File: src/rtl/link_pkg.sv
// Shared definitions for the outbound link arbiter: FSM state encoding,
// requester indices and the round-robin pick helper.
package link_pkg;

    localparam int DATA_W_DEF = 8;

    // Requester index into req/grant/done/err
    localparam int REQ_SCAN = 0;
    localparam int REQ_XFER = 1;

    typedef enum logic [2:0] {
        ST_IDLE  = 3'd0,
        ST_WAIT  = 3'd1,
        ST_SHIFT = 3'd2,
        ST_DONE  = 3'd3,
        ST_ABORT = 3'd4
    } link_state_e;

    // One-hot round-robin pick. prio selects the tie winner (0 = scanner).
    function automatic logic [1:0] rr_pick(input logic [1:0] req_v, input logic prio);
        logic [1:0] pick;
        pick = 2'b00;
        case (req_v)
            2'b01:   pick = 2'b01;
            2'b10:   pick = 2'b10;
            2'b11:   pick = prio ? 2'b10 : 2'b01;
            default: pick = 2'b00;
        endcase
        return pick;
    endfunction

endpackage

File: src/rtl/link_serializer.sv
// MSB-first serializer with a self-generated serial clock. Each bit is held
// for HALF cycles with ser_clk low and HALF cycles with ser_clk high; the
// register shifts after the high phase. last_bit flags the final cycle of
// the final bit so the owner FSM can leave its shift state on time.
module link_serializer
    import link_pkg::*;
#(
    parameter int DATA_W = DATA_W_DEF,
    parameter int HALF   = 2
) (
    input  logic              clk,
    input  logic              rst_n,
    input  logic              load,
    input  logic              start,
    input  logic [DATA_W-1:0] data,
    output logic              ser_data,
    output logic              ser_clk,
    output logic              last_bit
);

    localparam int PH_W  = (HALF > 1) ? $clog2(HALF) : 1;
    localparam int BIT_W = (DATA_W > 1) ? $clog2(DATA_W) : 1;

    logic [DATA_W-1:0] shift_r;
    logic [BIT_W-1:0]  bit_cnt_r;
    logic [PH_W-1:0]   phase_cnt_r;
    logic              active_r;
    logic              ser_clk_r;
    logic              ser_data_r;
    logic              phase_end_s;
    logic              last_bit_s;

    // End of a half-period and end of the whole byte
    always_comb begin
        phase_end_s = active_r && (phase_cnt_r == PH_W'(HALF - 1));
        last_bit_s  = phase_end_s && ser_clk_r && (bit_cnt_r == BIT_W'(DATA_W - 1));
    end

    // Shift register, bit/phase counters and serial line drivers
    always_ff @(posedge clk or negedge rst_n) begin
        if (!rst_n) begin
            shift_r     <= '0;
            bit_cnt_r   <= '0;
            phase_cnt_r <= '0;
            active_r    <= 1'b0;
            ser_clk_r   <= 1'b0;
            ser_data_r  <= 1'b0;
        end else if (load) begin
            shift_r     <= data;
            bit_cnt_r   <= '0;
            phase_cnt_r <= '0;
            active_r    <= 1'b0;
            ser_clk_r   <= 1'b0;
            ser_data_r  <= 1'b0;
        end else if (start) begin
            bit_cnt_r   <= '0;
            phase_cnt_r <= '0;
            active_r    <= 1'b1;
            ser_clk_r   <= 1'b0;
            ser_data_r  <= shift_r[DATA_W-1];
        end else if (active_r) begin
            if (phase_end_s) begin
                phase_cnt_r <= '0;
                if (!ser_clk_r) begin
                    ser_clk_r <= 1'b1;
                end else if (last_bit_s) begin
                    ser_clk_r  <= 1'b0;
                    ser_data_r <= 1'b0;
                    active_r   <= 1'b0;
                end else begin
                    ser_clk_r  <= 1'b0;
                    shift_r    <= {shift_r[DATA_W-2:0], 1'b0};
                    ser_data_r <= shift_r[DATA_W-2];
                    bit_cnt_r  <= bit_cnt_r + BIT_W'(1);
                end
            end else begin
                phase_cnt_r <= phase_cnt_r + PH_W'(1);
            end
        end else begin
            shift_r <= shift_r;
        end
    end

    assign ser_data = ser_data_r;
    assign ser_clk  = ser_clk_r;
    assign last_bit = last_bit_s;

endmodule

File: src/rtl/link_arbiter.sv
// Outbound link arbiter: round-robin between scanner (0) and transfer
// center (1), handshake with the remote station via ser_rdy/peer_ready,
// then serialize the winner's byte. Abort to the owner if the peer never
// becomes ready within TIMEOUT cycles of entering WAIT.
module link_arbiter
    import link_pkg::*;
#(
    parameter int DATA_W  = DATA_W_DEF,
    parameter int HALF    = 2,
    parameter int TIMEOUT = 255
) (
    input  logic              clk,
    input  logic              rst_n,
    input  logic [1:0]        req,
    input  logic [DATA_W-1:0] data0,
    input  logic [DATA_W-1:0] data1,
    input  logic              peer_ready,
    output logic [1:0]        grant,
    output logic [1:0]        done,
    output logic [1:0]        err,
    output logic              busy,
    output logic              ser_data,
    output logic              ser_clk,
    output logic              ser_rdy
);

    localparam int CNT_W = $clog2(TIMEOUT + 1);

    link_state_e       state_r;
    link_state_e       state_nxt_s;
    logic [1:0]        grant_r;
    logic [1:0]        done_r;
    logic [1:0]        err_r;
    logic              busy_r;
    logic              ser_rdy_r;
    logic              prio_r;
    logic [CNT_W-1:0]  wait_cnt_r;
    logic [1:0]        pick_s;
    logic [DATA_W-1:0] load_data_s;
    logic              load_s;
    logic              start_s;
    logic              ser_last_s;

    // Next-state decode, arbitration pick and serializer strobes
    always_comb begin
        state_nxt_s = state_r;
        load_s      = 1'b0;
        start_s     = 1'b0;
        pick_s      = rr_pick(req, prio_r);
        if (pick_s[REQ_XFER]) begin
            load_data_s = data1;
        end else begin
            load_data_s = data0;
        end
        case (state_r)
            ST_IDLE: begin
                if (req != 2'b00) begin
                    state_nxt_s = ST_WAIT;
                    load_s      = 1'b1;
                end else begin
                    state_nxt_s = ST_IDLE;
                end
            end
            ST_WAIT: begin
                if (peer_ready) begin
                    state_nxt_s = ST_SHIFT;
                    start_s     = 1'b1;
                end else if (wait_cnt_r == CNT_W'(TIMEOUT - 1)) begin
                    state_nxt_s = ST_ABORT;
                end else begin
                    state_nxt_s = ST_WAIT;
                end
            end
            ST_SHIFT: begin
                if (ser_last_s) begin
                    state_nxt_s = ST_DONE;
                end else begin
                    state_nxt_s = ST_SHIFT;
                end
            end
            ST_DONE:  state_nxt_s = ST_IDLE;
            ST_ABORT: state_nxt_s = ST_IDLE;
            default:  state_nxt_s = ST_IDLE;
        endcase
    end

    // State register and status outputs, all derived from the next state
    always_ff @(posedge clk or negedge rst_n) begin
        if (!rst_n) begin
            state_r   <= ST_IDLE;
            busy_r    <= 1'b0;
            ser_rdy_r <= 1'b0;
            done_r    <= 2'b00;
            err_r     <= 2'b00;
        end else begin
            state_r   <= state_nxt_s;
            busy_r    <= (state_nxt_s != ST_IDLE);
            ser_rdy_r <= (state_nxt_s == ST_WAIT) || (state_nxt_s == ST_SHIFT);
            done_r    <= (state_nxt_s == ST_DONE)  ? grant_r : 2'b00;
            err_r     <= (state_nxt_s == ST_ABORT) ? grant_r : 2'b00;
        end
    end

    // Grant ownership and round-robin pointer; pointer moves on every grant
    always_ff @(posedge clk or negedge rst_n) begin
        if (!rst_n) begin
            grant_r <= 2'b00;
            prio_r  <= 1'b0;
        end else if (load_s) begin
            grant_r <= pick_s;
            prio_r  <= pick_s[REQ_SCAN];
        end else if (state_nxt_s == ST_IDLE) begin
            grant_r <= 2'b00;
        end else begin
            grant_r <= grant_r;
        end
    end

    // Peer-ready wait counter, cleared on grant
    always_ff @(posedge clk or negedge rst_n) begin
        if (!rst_n) begin
            wait_cnt_r <= '0;
        end else if (load_s) begin
            wait_cnt_r <= '0;
        end else if (state_r == ST_WAIT) begin
            wait_cnt_r <= wait_cnt_r + CNT_W'(1);
        end else begin
            wait_cnt_r <= wait_cnt_r;
        end
    end

    link_serializer #(
        .DATA_W (DATA_W),
        .HALF   (HALF)
    ) u_ser (
        .clk      (clk),
        .rst_n    (rst_n),
        .load     (load_s),
        .start    (start_s),
        .data     (load_data_s),
        .ser_data (ser_data),
        .ser_clk  (ser_clk),
        .last_bit (ser_last_s)
    );

    assign grant   = grant_r;
    assign done    = done_r;
    assign err     = err_r;
    assign busy    = busy_r;
    assign ser_rdy = ser_rdy_r;

endmodule

File: config.mk
export PLATFORM = sky130hd
export DESIGN_NAME = link_arbiter
export DESIGN_NICKNAME = d
export VERILOG_FILES = /design/src/rtl/link_pkg.sv /design/src/rtl/link_serializer.sv /design/src/rtl/link_arbiter.sv
export SDC_FILE = /design/constraint.sdc
export NUM_CORES = 1
export LEC_CHECK = 0
export ABC_AREA = 0
export CORE_MARGIN = 2
export CORE_UTILIZATION = 45
export CTS_CLUSTER_DIAMETER = 80
export CTS_CLUSTER_SIZE = 24
export DETAILED_ROUTE_END_ITERATION = 12
export GPL_TIMING_DRIVEN = 1
export PLACE_DENSITY = 0.73
export SLEW_MARGIN = 20
export SYNTH_ARGS = -nofsm -noshare
export SYNTH_HDL_FRONTEND = slang
export SYNTH_HIERARCHICAL = 1
export SYNTH_SLANG_ARGS = --single-unit
File: constraint.sdc
create_clock -name clk -period 4 [get_ports clk]
set_clock_uncertainty 0.2 [all_clocks]
set_input_delay 0.4 -clock clk [delete_from_list [all_inputs] [get_ports clk]]
set_output_delay 0.4 -clock clk [all_outputs]
set_load 0.01 [all_outputs]
Word level (Yosys, flattened, before mapping). Index checks and enable logic that the tools add are counted.

Bits in registers: 35. Latch bits: 0. RAM bits: 0. Bits in read-only memories: 0. Input port bits: 21. Logic and storage cells: 102. Memories kept: 0.

Add/subtract/negate cells: 3. $mul: 0. Div/mod/pow operators: 0. Order comparisons: 0. Eq/ne operators: 14. Shift operators: 0. Mux-type cells: 51. Bitwise gates (word level): 0. Reduce and logical (&&, ||, !) cells: 20.

Operator list (number): 2-to-1 mux 8 bit (9); 2-to-1 mux 1 bit (27); 2-to-1 mux 3 bit (8); nonzero test 2 bit (6); nonzero test 3 bit (4); 2-to-1 mux 2 bit (5); equality test 3 x 2 -> 1 bit, second input constant (3); one-hot mux 3 bit (3 select lines) (1); adder 8 x 1 -> 8 bit, second input constant (1); equality test 8 bit, second input constant (1); equality test 3 x 1 -> 1 bit, second input constant (2); equality test 3 bit, second input constant (2); zero test 3 bit (2); one-hot mux 2 bit (3 select lines) (1); AND reduction 5 bit (1); equality test 2 bit, second input constant (2); != test 2 bit, second input constant (2); AND reduction 4 bit (1); adder 3 x 1 -> 3 bit, second input constant (1); logical AND 1 bit (3); != test 3 bit, second input constant (1); AND reduction 3 bit (1); equality test 2 x 1 -> 1 bit, second input constant (1); AND reduction 2 bit (1); 2 further kinds (2).

Logic depth before layout (Yosys ltp). Gate-level depths: netlist (run 1).

Word-level depth: 9. Mapped depth: 8.

Hierarchy. Netlist (run 1), hierarchy kept.

Modules (own cells, without submodules): link_arbiter (times used 1, cells each 95, area each 1016.0 sq um); link_serializer (times used 1, cells each 79, area each 737.0 sq um).

Least setup slack after synthesis (run 1). OpenSTA, ideal clock, no wires.

Path kind: register to register. From: register state_r[1]. To: register u_ser.ser_data_r, in the netlist u_ser/ser_data. Setup time: 0.124 ns. Arrival time: 1.590 ns. Required time: 3.676 ns. Slack: 2.086 ns. Cell stages (with the launch flop): 9. Buffers on the path: 3. Clock period less this slack: 1.914 ns. Cells stage by stage: dfrtp_1 clkbuf_2 or3b_4 buf_6 nor2_1 clkbuf_1 nor2_1 nand3_1 nand3_1.

Cells in the longest elaborated chain, start to end: 4. Elaborated cells between the ends (all ways): 10. Those cells by class: 1 x eq/ne; 4 x mux; 5 x reduce/logical.

Ends and longest elaborated chain: start, declared (RTL line link_arbiter.sv:29) `link_state_e state_r;`; start signal, assigned (RTL line link_arbiter.sv:96) `state_r <= state_nxt_s;`; equality test 3 x 1 -> 1 bit (*) (RTL line link_arbiter.sv:55) `case (state_r)`; 2-to-1 mux 1 bit (*) (RTL line link_arbiter.sv:55); via start_s (RTL line link_arbiter.sv:41) `logic start_s;`; nonzero test 3 bit (no line) / 2-to-1 mux 1 bit (equally long branches); AND reduction 3 bit (no line) / 2-to-1 mux 1 bit (equally long branches); end signal, assigned (RTL line link_serializer.sv:60) `ser_data_r <= shift_r[DATA_W-1];`; end signal, assigned (RTL line link_serializer.sv:73) `ser_data_r <= shift_r[DATA_W-2];`; end, declared (RTL line link_serializer.sv:29) `logic ser_data_r;`.

The timed path passes the listed nets; every way through them passes the cells marked *. A chain may end at the register's enable or synchronous reset.

Worst setup path in the final report (run 1).
From: register state_r[0]. To: register u_ser.shift_r[5].

Cells in the longest elaborated chain, start to end: 4. Elaborated cells between the ends (all ways): 11. Those cells by class: 3 x eq/ne; 3 x mux; 5 x reduce/logical.

Ends and longest elaborated chain: equality test 3 x 1 -> 1 bit (RTL line link_arbiter.sv:55); 2-to-1 mux 1 bit (RTL line link_arbiter.sv:55); via start_s (RTL line link_arbiter.sv:41); != test 2 bit (no line); AND reduction 5 bit (no line); end signal, assigned (RTL line link_serializer.sv:49) `shift_r <= data;`; end signal, assigned (RTL line link_serializer.sv:72) `shift_r <= {shift_r[DATA_W-2:0], 1'b0};`; end signal, assigned (RTL line link_serializer.sv:80) `shift_r <= shift_r;`; end, declared (RTL line link_serializer.sv:24) `logic [DATA_W-1:0] shift_r;`.

The timed path passes the listed nets, and every way through them passes these cells.

==> metrics.cfg, run 1 <==
[status]
outcome = finished clean

[cells_and_area]
mostFrequentLayoutCell = dfrtp_1
syn2layout_area_growth_pct = 24.91
utilization_pct = 58.92
nets = 232
drive_above_1_share_pct = 11.59
layout_common_cells = 35 x dfrtp_1, 30 x clkdlybuf4s50_1, 16 x a21oi_1
diodes = 0
num-fill-cells = 320
finalNonFillerCells = 255

[run]
drv_cap = 0

[power]
switchingPower_uw = 436.5
pwr-share-seq_pct = 43.2
power_frac_comb_pct = 36.9
p_sw_share_pct = 34.68
ir_worst_vdd_mv = 0.2368
power.leakage_nw = 0.8913
clockPowerShare_pct = 19.9
intPower_uw = 822.0
finalPower_mw = 1.258
powerDensity_mw_per_mm2 = 574.7

[placement]
portBuffers = 30
dp_cells = 248
gp_congestion = 0.8025
dp_hpwl_um = 2623

[routing]
dr.pass1.iters = 4
wire_per_inst_um = 14.05
drc = 0
vias_per_cell = 5.682
vias = 1449
detail-route-antenna-nets = 0
drt_first_iter_violations = 83
drt_wl_total_um = 3582

[setup_path]
crit_type = reg -> reg
critPathLaunchType = register
critPathMaxFanout = 12
cp.required_ns = 3.96
arrival_ns = 2.33
crit_path_end_kind = register

[die]
rows = 22
start_util_pct = 47.17
io_pins = 31
die_height_um = 66.42
die_w_um = 66.42
fp.coreArea_mm2 = 0.003716
dieArea_mm2 = 0.004411

[clock_tree]
clockBufferDepth = 2
path_clk_slew_ns = 0.07
cts-resized-gates = 0
cts_root_buf = clkbuf_8
numCtsBuffers = 5
cts_tree = built
ctsHoldBuffers = 0
post_cts_buffers = 0
clock_latency_ns = 0.28
cts-htree-levels = 2
cts.sink_count = 35

[synth]
synth_cell_type_count = 39
synth_seq_cells = 35
synth_edf_count = 0
synth_area_mm2 = 0.001753
seq_area_frac_synth_pct = 49.96
yosysWarnings = 6
netlist_instances = 174
syn_nets = 199
async_flop_share_pct = 100.0
avgSynthCellArea_um2 = 10.07
synth_flop_cell = dfrtp_1

[sta]
setup_tns_ns = 0
rsz0062_at_grt = no
fmax_mhz = 422.0
fin_crit_ns = 2.369
tightest_slew_ns = 0.5722
finalSetupViolCount = 0
relSlewSlack_pct = 61.71
hold_viol = 0
slew_violations = 0
post-route-period-util_pct = 59.24

[grt]
grt_pass1_wl_um = 6147
grt-ovfl-total = 0
grt_use_total_pct = 18.61
first_global_vias = 1357
grt_max_degree = 36
antenna_found_initial = 0

[worst_hold_path]
worstHoldPathType = reg -> reg

## worst max-delay path: stages (launching register included)
cell and delay (ns):
dfrtp_1 0.48, or3b_4 0.49, nor2_1 0.47, inv_1 0.28, a31oi_1 0.23, a21oi_1 0.09
## cell type report
class | instances | area [um^2] | share of cell area, %
sequential | 35 | 875.8 | 40.00
multi-input combinational | 127 | 824.5 | 37.66
timing repair buffer | 33 | 322.8 | 14.74
clock buffer | 6 | 82.58 | 3.771
tap | 48 | 60.06 | 2.743
inverter | 5 | 18.77 | 0.8571
clock inverter | 1 | 5.005 | 0.2286
## state kept, by name (all words and copies together), names as in the netlist
register and count:
prio_r 1, u_ser/active_r 1, ser_rdy 1, u_ser/shift_r 8, u_ser/ser_data 1, busy 1, done 2, u_ser/phase_cnt_r 1
grant 2, u_ser/bit_cnt_r 3, u_ser/ser_clk 1, state_r 3, err 2, wait_cnt_r 8
## logic make-up (layout without fill, tap and decap cells)
group	Yosys count	in the layout	synth area share, %
mux	9	9	5.782
compound gates	49	49	16.35
buf+inv	12	45	3.354
simple gates	61	61	19.70
flops	35	35	49.96
xor+xnor	4	4	1.999
fa+ha+maj	4	4	2.855
## power groups by stage
stage | combinational (mW) | sequential [mW] | clock [mW]
after floorplan | 0.324 | 0.532 | 0
after global placement | 0.446 | 0.543 | 0
after detailed placement | 0.466 | 0.547 | 0
after CTS | 0.468 | 0.543 | 0.261
after global routing | 0.520 | 0.558 | 0.277
final | 0.464 | 0.543 | 0.251
## per-stage QoR
step                cell area, um^2  setup slack (ns)  hold WS, ns
floorplan                      1753             2.086     -0.09559
global placement               2102             1.670       0.2957
detailed placement             2102             1.581       0.2876
CTS                            2190             1.630       0.3018
global route                   2190             1.370       0.3173
finish                         2190             1.631       0.3010
## final timing paths
kind	start	end	slack (ns)	depth (start not counted)
max	state_r[0]	u_ser/shift_r[5]	1.63	5
min	prio_r	prio_r	0.30	1
max reg2reg	state_r[0]	u_ser/shift_r[5]	1.63	5
min reg2reg	prio_r	prio_r	0.30	1
max in group asynchronous	rst_n	prio_r	2.97	2
min in group asynchronous	rst_n	wait_cnt_r[3]	0.33	2
## layer usage
layer	up-vias	GRT usage (%)	wire (um)
met5	-	0	0
li1	691	-	-
met1	697	21.81	1469
met4	0	6.633	64
met3	8	5.281	226
met2	53	32.25	1821
## synthesized netlist by cell type, types with 4 or more instances
master    n  area (um^2)
a21oi_1  16        80.08
a31oi_1   7        43.79
dfrtp_1  35        875.8
ha_1      4        50.05
inv_1     5        18.77
mux2_2    9        101.4
nand2_1  11        41.29
nand3_1   7        35.03
nor2_1   11        41.29
nor2b_1   7        43.79
o21ai_0  14        70.07
o31ai_1   5        37.54
Power figures use the tool's default switching activity.
==> inputs of run 2 (changes only) <==
Clock period 4 ns to 2.3 ns, I/O delays scaled along.
==> metrics.cfg, run 2 (same netlist as run 1, synthesis figures left out) <==
[setup_path]
cp.required_ns = 2.27  ; was 3.96 ns
worstReg2RegStart = u_ser/bit_cnt_r[0]  ; was state_r[0]
crit_start = u_ser/bit_cnt_r[0]  ; was state_r[0]
critPathLaunchType = register  ; unchanged
critPathMaxFanout = 10  ; was 12
r2r_slack_ns = 0.35  ; was 1.63 ns
crit_path_end_kind = register  ; unchanged
reg2reg_to = u_ser/shift_r[6]  ; was u_ser/shift_r[5]
reg2reg_depth = 5  ; unchanged
crit_type = reg -> reg  ; unchanged
arrival_ns = 1.92  ; was 2.33 ns

[routing]
wl_met3_um = 246  ; was 226 um
drc = 0  ; unchanged
detail-route-antenna-nets = 0  ; unchanged
wl_met2_um = 1745  ; was 1821 um
wire_per_inst_um = 14.15  ; was 14.05 um
dr.pass1.iters = 4  ; unchanged
vias = 1420  ; was 1,449
drt-met1-wl_um = 1579  ; was 1469 um
drt_wl_total_um = 3609  ; was 3582 um
vias_per_cell = 5.569  ; was 5.682
drt_first_iter_violations = 122  ; was 83
top_layer_used = met4  ; unchanged

[clock_tree]
cts-htree-levels = 2  ; unchanged
post_cts_buffers = 0  ; unchanged
ctsHoldBuffers = 0  ; unchanged
path_clk_slew_ns = 0.07  ; about the same
cts-resized-gates = 0  ; unchanged
cts_tree = built  ; unchanged
clockBufferDepth = 2  ; unchanged
cts.sink_count = 35  ; unchanged
cts_root_buf = clkbuf_8  ; unchanged
clock_latency_ns = 0.29  ; was 0.28 ns
numCtsBuffers = 5  ; unchanged

[cells_and_area]
layout_common_cells = 35 x dfrtp_1, 30 x clkdlybuf4s50_1, 16 x a21oi_1  ; unchanged
utilization_pct = 59.26  ; was 58.92%
nets = 232  ; unchanged
diodes = 0  ; unchanged
syn2layout_area_growth_pct = 25.62  ; was 24.91%
drive_above_1_share_pct = 11.59  ; unchanged
mostFrequentLayoutCell = dfrtp_1  ; unchanged
reg_top3 = u_ser/shift_r x8, wait_cnt_r x8  ; unchanged

[grt]
grt_pass1_wl_um = 6003  ; was 6147 um
grt_max_degree = 36  ; unchanged
grt_use_total_pct = 18.37  ; was 18.61%
grt-ovfl-total = 0  ; unchanged
first_global_vias = 1333  ; was 1,357
antenna_found_initial = 0  ; unchanged

[power]
power_frac_comb_pct = 37.5  ; was 36.9%
ir_worst_vdd_mv = 0.4521  ; was 0.2368 mV
power.leakage_nw = 0.8954  ; was 0.8913 nW
clockPowerShare_pct = 19.9  ; about the same
powerDensity_mw_per_mm2 = 1009  ; was 574.7 mW/mm^2
intPower_mw = 1.447  ; was 822.0 uW
p_sw_share_pct = 34.88  ; was 34.68%
pwr-share-seq_pct = 42.6  ; was 43.2%
switchingPower_uw = 775.3  ; was 436.5 uW
finalPower_mw = 2.223  ; was 1.258 mW

[sta]
slew_violations = 0  ; unchanged
tightest_slew_ns = 0.4438  ; was 0.5722 ns
post-route-period-util_pct = 84.98  ; was 59.24%
relSlewSlack_pct = 70.39  ; was 61.71%
fin_crit_ns = 1.954  ; was 2.369 ns
fmax_mhz = 511.7  ; was 422.0 MHz
hold_viol = 0  ; unchanged
finalSetupViolCount = 0  ; unchanged
rsz0062_at_grt = no  ; unchanged
setup_tns_ns = 0  ; unchanged

[die]
rows = 22  ; unchanged
io_pins = 31  ; unchanged
die_w_um = 66.42  ; unchanged
dieArea_mm2 = 0.004411  ; unchanged
start_util_pct = 47.17  ; unchanged
fp.coreArea_mm2 = 0.003716  ; unchanged
die_height_um = 66.42  ; unchanged

[placement]
dp_hpwl_um = 2557  ; was 2623 um
portBuffers = 30  ; unchanged
gp_congestion = 0.8170  ; was 0.8025

[worst_hold_path]
worstHoldPathType = in -> async  ; was reg -> reg

[run]
drv_cap = 0  ; unchanged

[status]
outcome = finished clean  ; unchanged

==> run 2: cell count changes in the layout (fill, tap and decap cells not counted) <==
cell / change
buf_4: -1
buf_12: +1
==> run 2: cell type report <==
cell class	instances	area, um^2
fillers	334	1514
flip-flops and latches	35	875.8
multi-input cells	127	824.5
repair buffers	33	335.3
clock buffers	6	82.58
well taps	48	60.06
inverters	5	18.77
clock inverters	1	5.005
==> run 2: routing by layer <==
metal / global-route usage, % / up-vias
met2: 30.13 / 56
met3: 6.133 / 5
li1: - / 696
met4: 7.143 / 0
met1: 22.19 / 663
met5: 0 / -
==> run 2: worst max-delay path, cell delays in order, from the launching register on <==
cell and delay, ns:
dfrtp_1 0.40, ha_1 0.20, ha_1 0.20, nand4b_1 0.43
o21ai_0 0.31, a21oi_1 0.10
==> run 2: worst max-delay path by stage <==
| stage | to | slack [ns] | cells after the start |
|---|---|---|---|
| detailed placement | u_ser/shift_r[6] | 0.22 | 6 |
| CTS | u_ser/shift_r[2] | 0.34 | 5 |
| global route | u_ser/shift_r[2] | 0.20 | 5 |
| global placement | u_ser/shift_r[3] | 0.28 | 6 |
| finish | u_ser/shift_r[6] | 0.35 | 5 |
| floorplan | u_ser/ser_data | 0.39 | 8 |
==> run 2: power groups by stage <==
| stage | clock (mW) | combinational, mW | sequential, mW |
|---|---|---|---|
| global route | 0.484 | 0.921 | 0.973 |
| floorplan | 0 | 0.563 | 0.925 |
| detailed placement | 0 | 0.836 | 0.952 |
| CTS | 0.454 | 0.839 | 0.944 |
| global placement | 0 | 0.805 | 0.940 |
| finish | 0.442 | 0.834 | 0.947 |
==> run 2: metrics by stage <==
| step | area, um^2 | hold WS (ns) | worst slack (ns) | instances |
|---|---|---|---|---|
| 2_1_floorplan | 1753 | -0.2656 | 0.3858 | 174 |
| 3_3_place_gp | 2115 | 0.2882 | 0.2784 | 248 |
| 3_5_place_dp | 2115 | 0.2932 | 0.2182 | 248 |
| 4_1_cts | 2202 | 0.1719 | 0.3398 | 255 |
| 5_1_grt | 2202 | 0.1872 | 0.2012 | 255 |
| 6_report | 2202 | 0.1545 | 0.3455 | 255 |
